## config.mk

```make
export PLATFORM = sky130hd
export DESIGN_NAME = spike_demux
export DESIGN_NICKNAME = d
export VERILOG_FILES = /design/src/rtl/spike_demux_pkg.sv /design/src/rtl/spike_time_capture.sv /design/src/rtl/spike_demux.sv
export SDC_FILE = /design/constraint.sdc
export NUM_CORES = 1
export LEC_CHECK = 0
export CAP_MARGIN = 20
export CORE_MARGIN = 3
export CORE_UTILIZATION = 43
export DETAILED_ROUTE_END_ITERATION = 6
export GPL_TIMING_DRIVEN = 0
export PLACE_DENSITY = 0.57
export SLEW_MARGIN = 5
export SYNTH_ARGS = -nofsm -noshare
export SYNTH_HDL_FRONTEND = slang
export SYNTH_HIERARCHICAL = 1
export SYNTH_SLANG_ARGS = --single-unit
```

## constraint.sdc

```tcl
create_clock -name clk -period 3 [get_ports clk]
set_input_delay 0.6 -clock clk [delete_from_list [all_inputs] [get_ports clk]]
set_output_delay 0.6 -clock clk [all_outputs]
set_load 0.01 [all_outputs]
```

## src/rtl/spike_demux_pkg.sv

```systemverilog
// Shared types and sizing helpers for the spike output demultiplexer.
// A stored spike time of GAMMA_LEN means the neuron did not fire in that slot.
package spike_demux_pkg;

  localparam int GAMMA_LEN_DEF = 8;
  localparam int NO_SPIKE      = GAMMA_LEN_DEF;

  typedef enum logic [1:0] {
    IDLE   = 2'd0,
    SLOT_A = 2'd1,
    SLOT_B = 2'd2,
    DONE   = 2'd3
  } state_e;

  // Width of a stored spike time, including the no-spike code.
  function automatic int time_w(input int len);
    return $clog2(len + 1);
  endfunction

  // Width of the window cycle counter (0 .. 2*len-1).
  function automatic int cnt_w(input int len);
    return $clog2(2 * len);
  endfunction

endpackage

```

## src/rtl/spike_time_capture.sv

```systemverilog
// Q-wide first-spike time latch: clr reloads the no-spike code, en admits
// the first high level per lane; clear and capture may coincide.
module spike_time_capture
  import spike_demux_pkg::*;
#(
  parameter int             Q  = 2,
  parameter int             TW = 4,
  parameter logic [TW-1:0]  NS = TW'(NO_SPIKE)
) (
  input  logic                  clk,
  input  logic                  rst,
  input  logic                  clr_i,
  input  logic                  en_i,
  input  logic [Q-1:0]          spikes_i,
  input  logic [TW-1:0]         t_i,
  output logic [Q-1:0][TW-1:0]  cap_o
);

  for (genvar g = 0; g < Q; g++) begin : g_lane
    logic [TW-1:0] cap_q, cap_d, base;

    always_comb begin
      base  = clr_i ? NS : cap_q;
      cap_d = base;
      if (en_i && spikes_i[g] && (base == NS)) cap_d = t_i;
    end

    always_ff @(posedge clk) begin
      if (rst) cap_q <= NS;
      else     cap_q <= cap_d;
    end

    assign cap_o[g] = cap_q;
  end

endmodule

```

## src/rtl/spike_demux.sv

```systemverilog
// Splits each gamma window into slots A/B, captures first-spike times per
// slot, and replays both networks in parallel during the following window.
module spike_demux
  import spike_demux_pkg::*;
#(
  parameter int Q         = 2,
  parameter int GAMMA_LEN = NO_SPIKE,
  parameter int TW        = time_w(GAMMA_LEN)
) (
  input  logic         clk,
  input  logic         rst,
  input  logic         grst,
  input  logic [Q-1:0] spikes_in,
  output logic [Q-1:0] output_spikes1,
  output logic [Q-1:0] output_spikes2,
  output logic         win_valid,
  output logic         slot
);

  localparam int            CW     = cnt_w(GAMMA_LEN);
  localparam logic [TW-1:0] NS     = TW'(GAMMA_LEN);
  localparam logic [CW-1:0] T_C    = CW'(GAMMA_LEN);
  localparam logic [CW-1:0] LAST_A = CW'(GAMMA_LEN - 1);
  localparam logic [CW-1:0] LAST_B = CW'(2 * GAMMA_LEN - 1);

  state_e                 state_q, state_d;
  logic [CW-1:0]          cnt_q, cnt_d;
  logic [CW-1:0]          e;
  logic                   in_a, in_b, live, bv;
  logic [Q-1:0][TW-1:0]   cap_a, cap_b;
  logic [Q-1:0][TW-1:0]   rep_a_q, rep_b_q, rep_a, rep_b;
  logic                   bank_valid_q;
  logic [Q-1:0]           out1_q, out1_d, out2_q, out2_d;
  logic                   win_valid_q, win_valid_d, slot_q;

  // cnt_q is the window index of the current cycle; the grst cycle is index 0.
  assign e    = grst ? '0 : cnt_q;
  assign in_a = grst || (state_q == SLOT_A);
  assign in_b = !grst && (state_q == SLOT_B);
  assign live = grst || (state_q == SLOT_A) || (state_q == SLOT_B);

  always_comb begin
    state_d = state_q;
    cnt_d   = cnt_q;
    if (grst) begin
      state_d = (LAST_A == '0) ? SLOT_B : SLOT_A;
      cnt_d   = CW'(1);
    end else begin
      case (state_q)
        SLOT_A: begin
          cnt_d = cnt_q + CW'(1);
          if (cnt_q == LAST_A) state_d = SLOT_B;
        end
        SLOT_B: begin
          if (cnt_q == LAST_B) state_d = DONE;
          else                 cnt_d   = cnt_q + CW'(1);
        end
        default: ;
      endcase
    end
  end

  always_ff @(posedge clk) begin
    if (rst) begin
      state_q <= IDLE;
      cnt_q   <= '0;
    end else begin
      state_q <= state_d;
      cnt_q   <= cnt_d;
    end
  end

  spike_time_capture #(.Q(Q), .TW(TW), .NS(NS)) u_cap_a (
    .clk      (clk),
    .rst      (rst),
    .clr_i    (grst),
    .en_i     (in_a),
    .spikes_i (spikes_in),
    .t_i      (TW'(e)),
    .cap_o    (cap_a)
  );

  spike_time_capture #(.Q(Q), .TW(TW), .NS(NS)) u_cap_b (
    .clk      (clk),
    .rst      (rst),
    .clr_i    (grst),
    .en_i     (in_b),
    .spikes_i (spikes_in),
    .t_i      (TW'(e - T_C)),
    .cap_o    (cap_b)
  );

  // Commit uses the pre-grst capture, which is what cap_a/cap_b still hold.
  always_ff @(posedge clk) begin
    if (rst) begin
      rep_a_q      <= {Q{NS}};
      rep_b_q      <= {Q{NS}};
      bank_valid_q <= 1'b0;
    end else if (grst) begin
      rep_a_q      <= cap_a;
      rep_b_q      <= cap_b;
      bank_valid_q <= 1'b1;
    end
  end

  // In the grst cycle the banks being committed drive replay at e = 0.
  assign bv    = grst || bank_valid_q;
  assign rep_a = grst ? cap_a : rep_a_q;
  assign rep_b = grst ? cap_b : rep_b_q;

  always_comb begin
    out1_d      = '0;
    out2_d      = '0;
    win_valid_d = live && bv && (e < T_C);
    for (int q = 0; q < Q; q++) begin
      out1_d[q] = win_valid_d && (rep_a[q] != NS) && (e >= CW'(rep_a[q]));
      out2_d[q] = win_valid_d && (rep_b[q] != NS) && (e >= CW'(rep_b[q]));
    end
  end

  always_ff @(posedge clk) begin
    if (rst) begin
      out1_q      <= '0;
      out2_q      <= '0;
      win_valid_q <= 1'b0;
      slot_q      <= 1'b0;
    end else begin
      out1_q      <= out1_d;
      out2_q      <= out2_d;
      win_valid_q <= win_valid_d;
      slot_q      <= (state_d == SLOT_B);
    end
  end

  assign output_spikes1 = out1_q;
  assign output_spikes2 = out2_q;
  assign win_valid      = win_valid_q;
  assign slot           = slot_q;

endmodule

```

==> results by group, run 1 <==
Global routing
  – Largest net degree at the start of global routing: 13
  – Gr usage total: 0.194
  – Initial antenna violation count: 0
  – First-pass GRT wire length: 9490 um
  – Vias in the first global route: 1833
  – Total grt overflow: 0

Floorplan
  – Core box area: 5200 um2
  – Std-Cell Rows: 26
  – Die width: 80.1 um
  – Initial cell density of the core: 0.453
  – Die height: 80.1 um
  – Top-Level Pins: 11
  – Die Area: 6410 um2

Power and ir drop
  – Pwr/cell area: 420 nW/um2
  – Lkg Pwr: 1.01 nW
  – Worst VDD drop: 286 uV

Run status
  – Run status: complete, no violations

Synthesis
  – Mapped Cells: 257
  – Yosys warns: 6
  – #FFs+latches synth: 45
  – Register area share after synthesis: 0.382
  – Mean Syn Cell Area: 9.18 um2
  – Netlist cell types: 42
  – Mapped Area: 2360 um2
  – Syn Nets: 277

Setup path
  – Critical Path, Cell by Cell: dlymetal6s2s_1 -> buf_2 -> buf_4 -> mux2_2 -> ha_1 -> nand2b_1 -> a21oi_1 -> a211oi_1 -> o311a_1
  – RR Endpoint: output_spikes1[0]
  – Worst EP required: 3190 ps
  – Reg-to-reg startpoint: cnt_q[0]
  – Slowest CP cell: mux2_2
  – CP top delay family: buffers and inverters
  – Worst Path Arrival: 2760 ps
  – Worst reg2reg setup slack: 1050 ps
  – Worst Reg-to-Reg Cells: 7
  – Worst Path Max Fanout: 11
  – CP endpoint kind: flip-flop
  – CP Buf/Inv Count: 3
  – WS Path Type: input pin to flip-flop
  – Critical Path Start Type: input pin
  – CP max stage delay: 360 ps

Clock tree
  – Cts bufs inserted: 5
  – Clock slew at reported path FFs: 80 ps
  – Sink Count: 45
  – Longest Clk Path Bufs: 2
  – H-tree levels: 2
  – CTS tree: done
  – CTS root buf: clkbuf_8
  – Worst-skew pair later-pin latency: 290 ps

Drt
  – DRT Pass-1 Iters: 4
  – Via-to-Cell Ratio: 5.50
  – Post-route ant nets: 0
  – Routed via count: 1897
  – DR WL/cell: 16.0 um
  – Starting DRT DRC Count: 121
  – Drt drc: 0
  – Final WL: 5520 um

Timing
  – Final min period: 2580 ps
  – Hold violation total from the final report: 0
  – Post-route clock period utilization: 0.859
  – Minimum hold slack: 490 ps
  – Slew @ Worst Pin: 514 ps
  – FMAX: 388 MHz
  – RSZ-0062 raised after global routing: false
  – Final Max Tran Viols: 0
  – Final setup skew: 5.61 ps
  – Slew margin rel.: 0.658
  – Final setup violation count: 0

Final layout
  – Ant. Diodes: 0
  – Multi-input logic area: 1350 um2
  – Layout cells sized above 1: 0.120
  – Layout Nets: 294
  – Non-Filler Instances: 345
  – Fillers: 522
  – Post-route cell area: 2640 um2
  – FF+latch area: 901 um2
  – P&R area growth vs syn: 11.9%

Place
  – Dpl hpwl: 3980 um
  – Cells after DPL: 337
  – Buffers on Ports: 10
  – Gp weighted congestion: 0.744
  – Post-placement cell area: 2550 um2

Job
  – Max_cap viols: 0

Hold path
  – Hold Crit Start: bank_valid_q
  – WHS Endpoint: bank_valid_q
  – Hold Path Stages: 2
  – Hold Crit Class: flip-flop to flip-flop
sequential cells by signal, summed over array words and instances (netlist names):
| register | flops |
|---|---|
| rep_a_q | 8 |
| state_q | 2 |
| win_valid | 1 |
| bank_valid_q | 1 |
| cnt_q | 4 |
| output_spikes2 | 2 |
| slot | 1 |
| output_spikes1 | 2 |
| rep_b_q | 8 |
| u_cap_b/g_lane.cap_q | 8 |
| u_cap_a/g_lane.cap_q | 8 |
placed cells by master (no fill, tap or decap), types with 2 or more instances in the layout:
cell | Yosys | final
o32ai_1 | 4 | 4
nor2b_1 | 10 | 8
clkbuf_8 | 0 | 5
nor3b_2 | 2 | 2
buf_4 | 2 | 2
dfxtp_1 | 45 | 45
buf_2 | 6 | 6
nand2b_1 | 22 | 22
nor4_1 | 7 | 7
ha_1 | 15 | 15
inv_1 | 10 | 10
nand4b_1 | 2 | 2
clkdlybuf4s50_1 | 0 | 9
a31oi_1 | 3 | 3
mux2i_1 | 8 | 8
o32ai_2 | 2 | 2
nand2_1 | 22 | 22
nor3_1 | 5 | 5
nor2_2 | 2 | 2
o31a_1 | 2 | 2
clkbuf_1 | 2 | 5
a211oi_1 | 4 | 4
o2111ai_1 | 8 | 8
a21oi_1 | 26 | 26
clkbuf_2 | 2 | 2
nand3_1 | 2 | 2
o32a_1 | 2 | 2
mux2_2 | 4 | 4
nor3_2 | 2 | 2
nor2_1 | 12 | 12
nor3b_1 | 8 | 8
o311a_1 | 4 | 4
per-stage QoR:
step / util / setup TNS (ps) / setup slack [ps] / power (mW)
final: 0.507 / 0 / 423 / 1.11
after global routing: 0.507 / 0 / 283 / 1.17
after CTS: 0.506 / 0 / 21.9 / 1.12
after detailed placement: 0.489 / -2320 / -593 / 0.758
after global placement: 0.489 / -2590 / -652 / 0.758
after floorplan: - / 0 / 692 / 0.717
synth_stat cells:
cell type	count	share of area
dfxtp_1	45	0.38
a21oi_1	26	0.055
nand2_1	22	0.035
nand2b_1	22	0.058
ha_1	15	0.080
nor2_1	12	0.019
inv_1	10	0.016
nor2b_1	10	0.027
mux2i_1	8	0.034
nor3b_1	8	0.025
o2111ai_1	8	0.030
nor4_1	7	0.019
buf_2	6	0.013
nor3_1	5	0.011
a211oi_1	4	0.013
mux2_2	4	0.019
o311a_1	4	0.017
o32ai_1	4	0.015
a31oi_1	3	0.0080
buf_4	2	0.0064
clkbuf_1	2	0.0032
clkbuf_2	2	0.0042
nand3_1	2	0.0042
nand4b_1	2	0.0074
nor2_2	2	0.0053
nor3_2	2	0.0085
nor3b_2	2	0.011
o31a_1	2	0.0074
o32a_1	2	0.0085
o32ai_2	2	0.014
a2111oi_4	1	0.012
and3_1	1	0.0027
and3b_1	1	0.0037
buf_6	1	0.0048
inv_2	1	0.0016
nand4_1	1	0.0027
o2111a_1	1	0.0048
o211ai_1	1	0.0032
o21ai_0	1	0.0021
or2_1	1	0.0027
or2_2	1	0.0027
xor2_1	1	0.0037
worst reg2reg max path, delay by kind of cell (launching register included):
family | cells | cell delay, ps
simple gates | 2 | 400
buf+inv | 1 | 150
compound gates | 3 | 600
fa+ha+maj | 1 | 310
flops | 1 | 390
power breakdown:
part | internal, mW | total, mW | switching (mW)
Combinational | 0.0546 | 0.128 | 0.0736
Sequential | 0.608 | 0.617 | 0.00902
Clock | 0.166 | 0.362 | 0.196
Total | 0.829 | 1.11 | 0.279
layer usage:
layer | up-vias | track usage | wire length (um)
li1 | 966 | - | -
met1 | 894 | 0.274 | 2830
met2 | 30 | 0.301 | 2440
met4 | 0 | 0.0557 | 72
met3 | 7 | 0.0336 | 185
met5 | - | 0 | 0
layout make-up:
type / instances / share of cell area
inverter: 11 / 0.0156
sequential: 45 / 0.341
timing repair buffer: 10 / 0.0389
clock buffer: 8 / 0.0303
tap: 70 / 0.0332
multi-input combinational: 188 / 0.513
buffer: 13 / 0.0280
how the worst max path moves through the flow:
| stage | start | end | slack [ps] | cells after the start |
|---|---|---|---|---|
| after floorplan | grst | output_spikes1[0] | 690 | 9 |
| after global placement | grst | output_spikes2[1] | -650 | 10 |
| after detailed placement | grst | output_spikes2[1] | -590 | 10 |
| after CTS | grst | output_spikes2[1] | 20 | 10 |
| after global routing | grst | output_spikes2[0] | 280 | 10 |
| final | grst | output_spikes1[0] | 420 | 9 |
timing repair:
action | in CTS | in global routing
resized for setup | 3 | 1
endpoints found under the hold margin | 0 | 0
gates cloned | 0 | 0
buffers inserted | 0 | 0
hold buffers | 0 | 0
endpoints found under the setup margin | 4 | 4
cells by family after synthesis:
family                     count (synthesis)  share of synthesized area
AOI/OAI and AO/OA                         59                      0.189
and+or+nand+nor                          101                      0.244
muxes                                     12                     0.0531
buffers and inverters                     24                     0.0488
adders and majority gates                 15                     0.0796
DFF                                       45                      0.382
xor gates and xnor gates                   1                    0.00371
(Power assumes the default switching activity.)
==> run 2: changes to the inputs <==
--- a/config.mk
+++ b/config.mk
@@ -11,7 +11,7 @@
 export DETAILED_ROUTE_END_ITERATION = 6
 export GPL_TIMING_DRIVEN = 0
 export PLACE_DENSITY = 0.57
-export SLEW_MARGIN = 5
+export SLEW_MARGIN = 20
 export SYNTH_ARGS = -nofsm -noshare
 export SYNTH_HDL_FRONTEND = slang
 export SYNTH_HIERARCHICAL = 1
==> results of run 2 <==
Same layout as run 1: the final DEF is identical, and so are final timing and power.
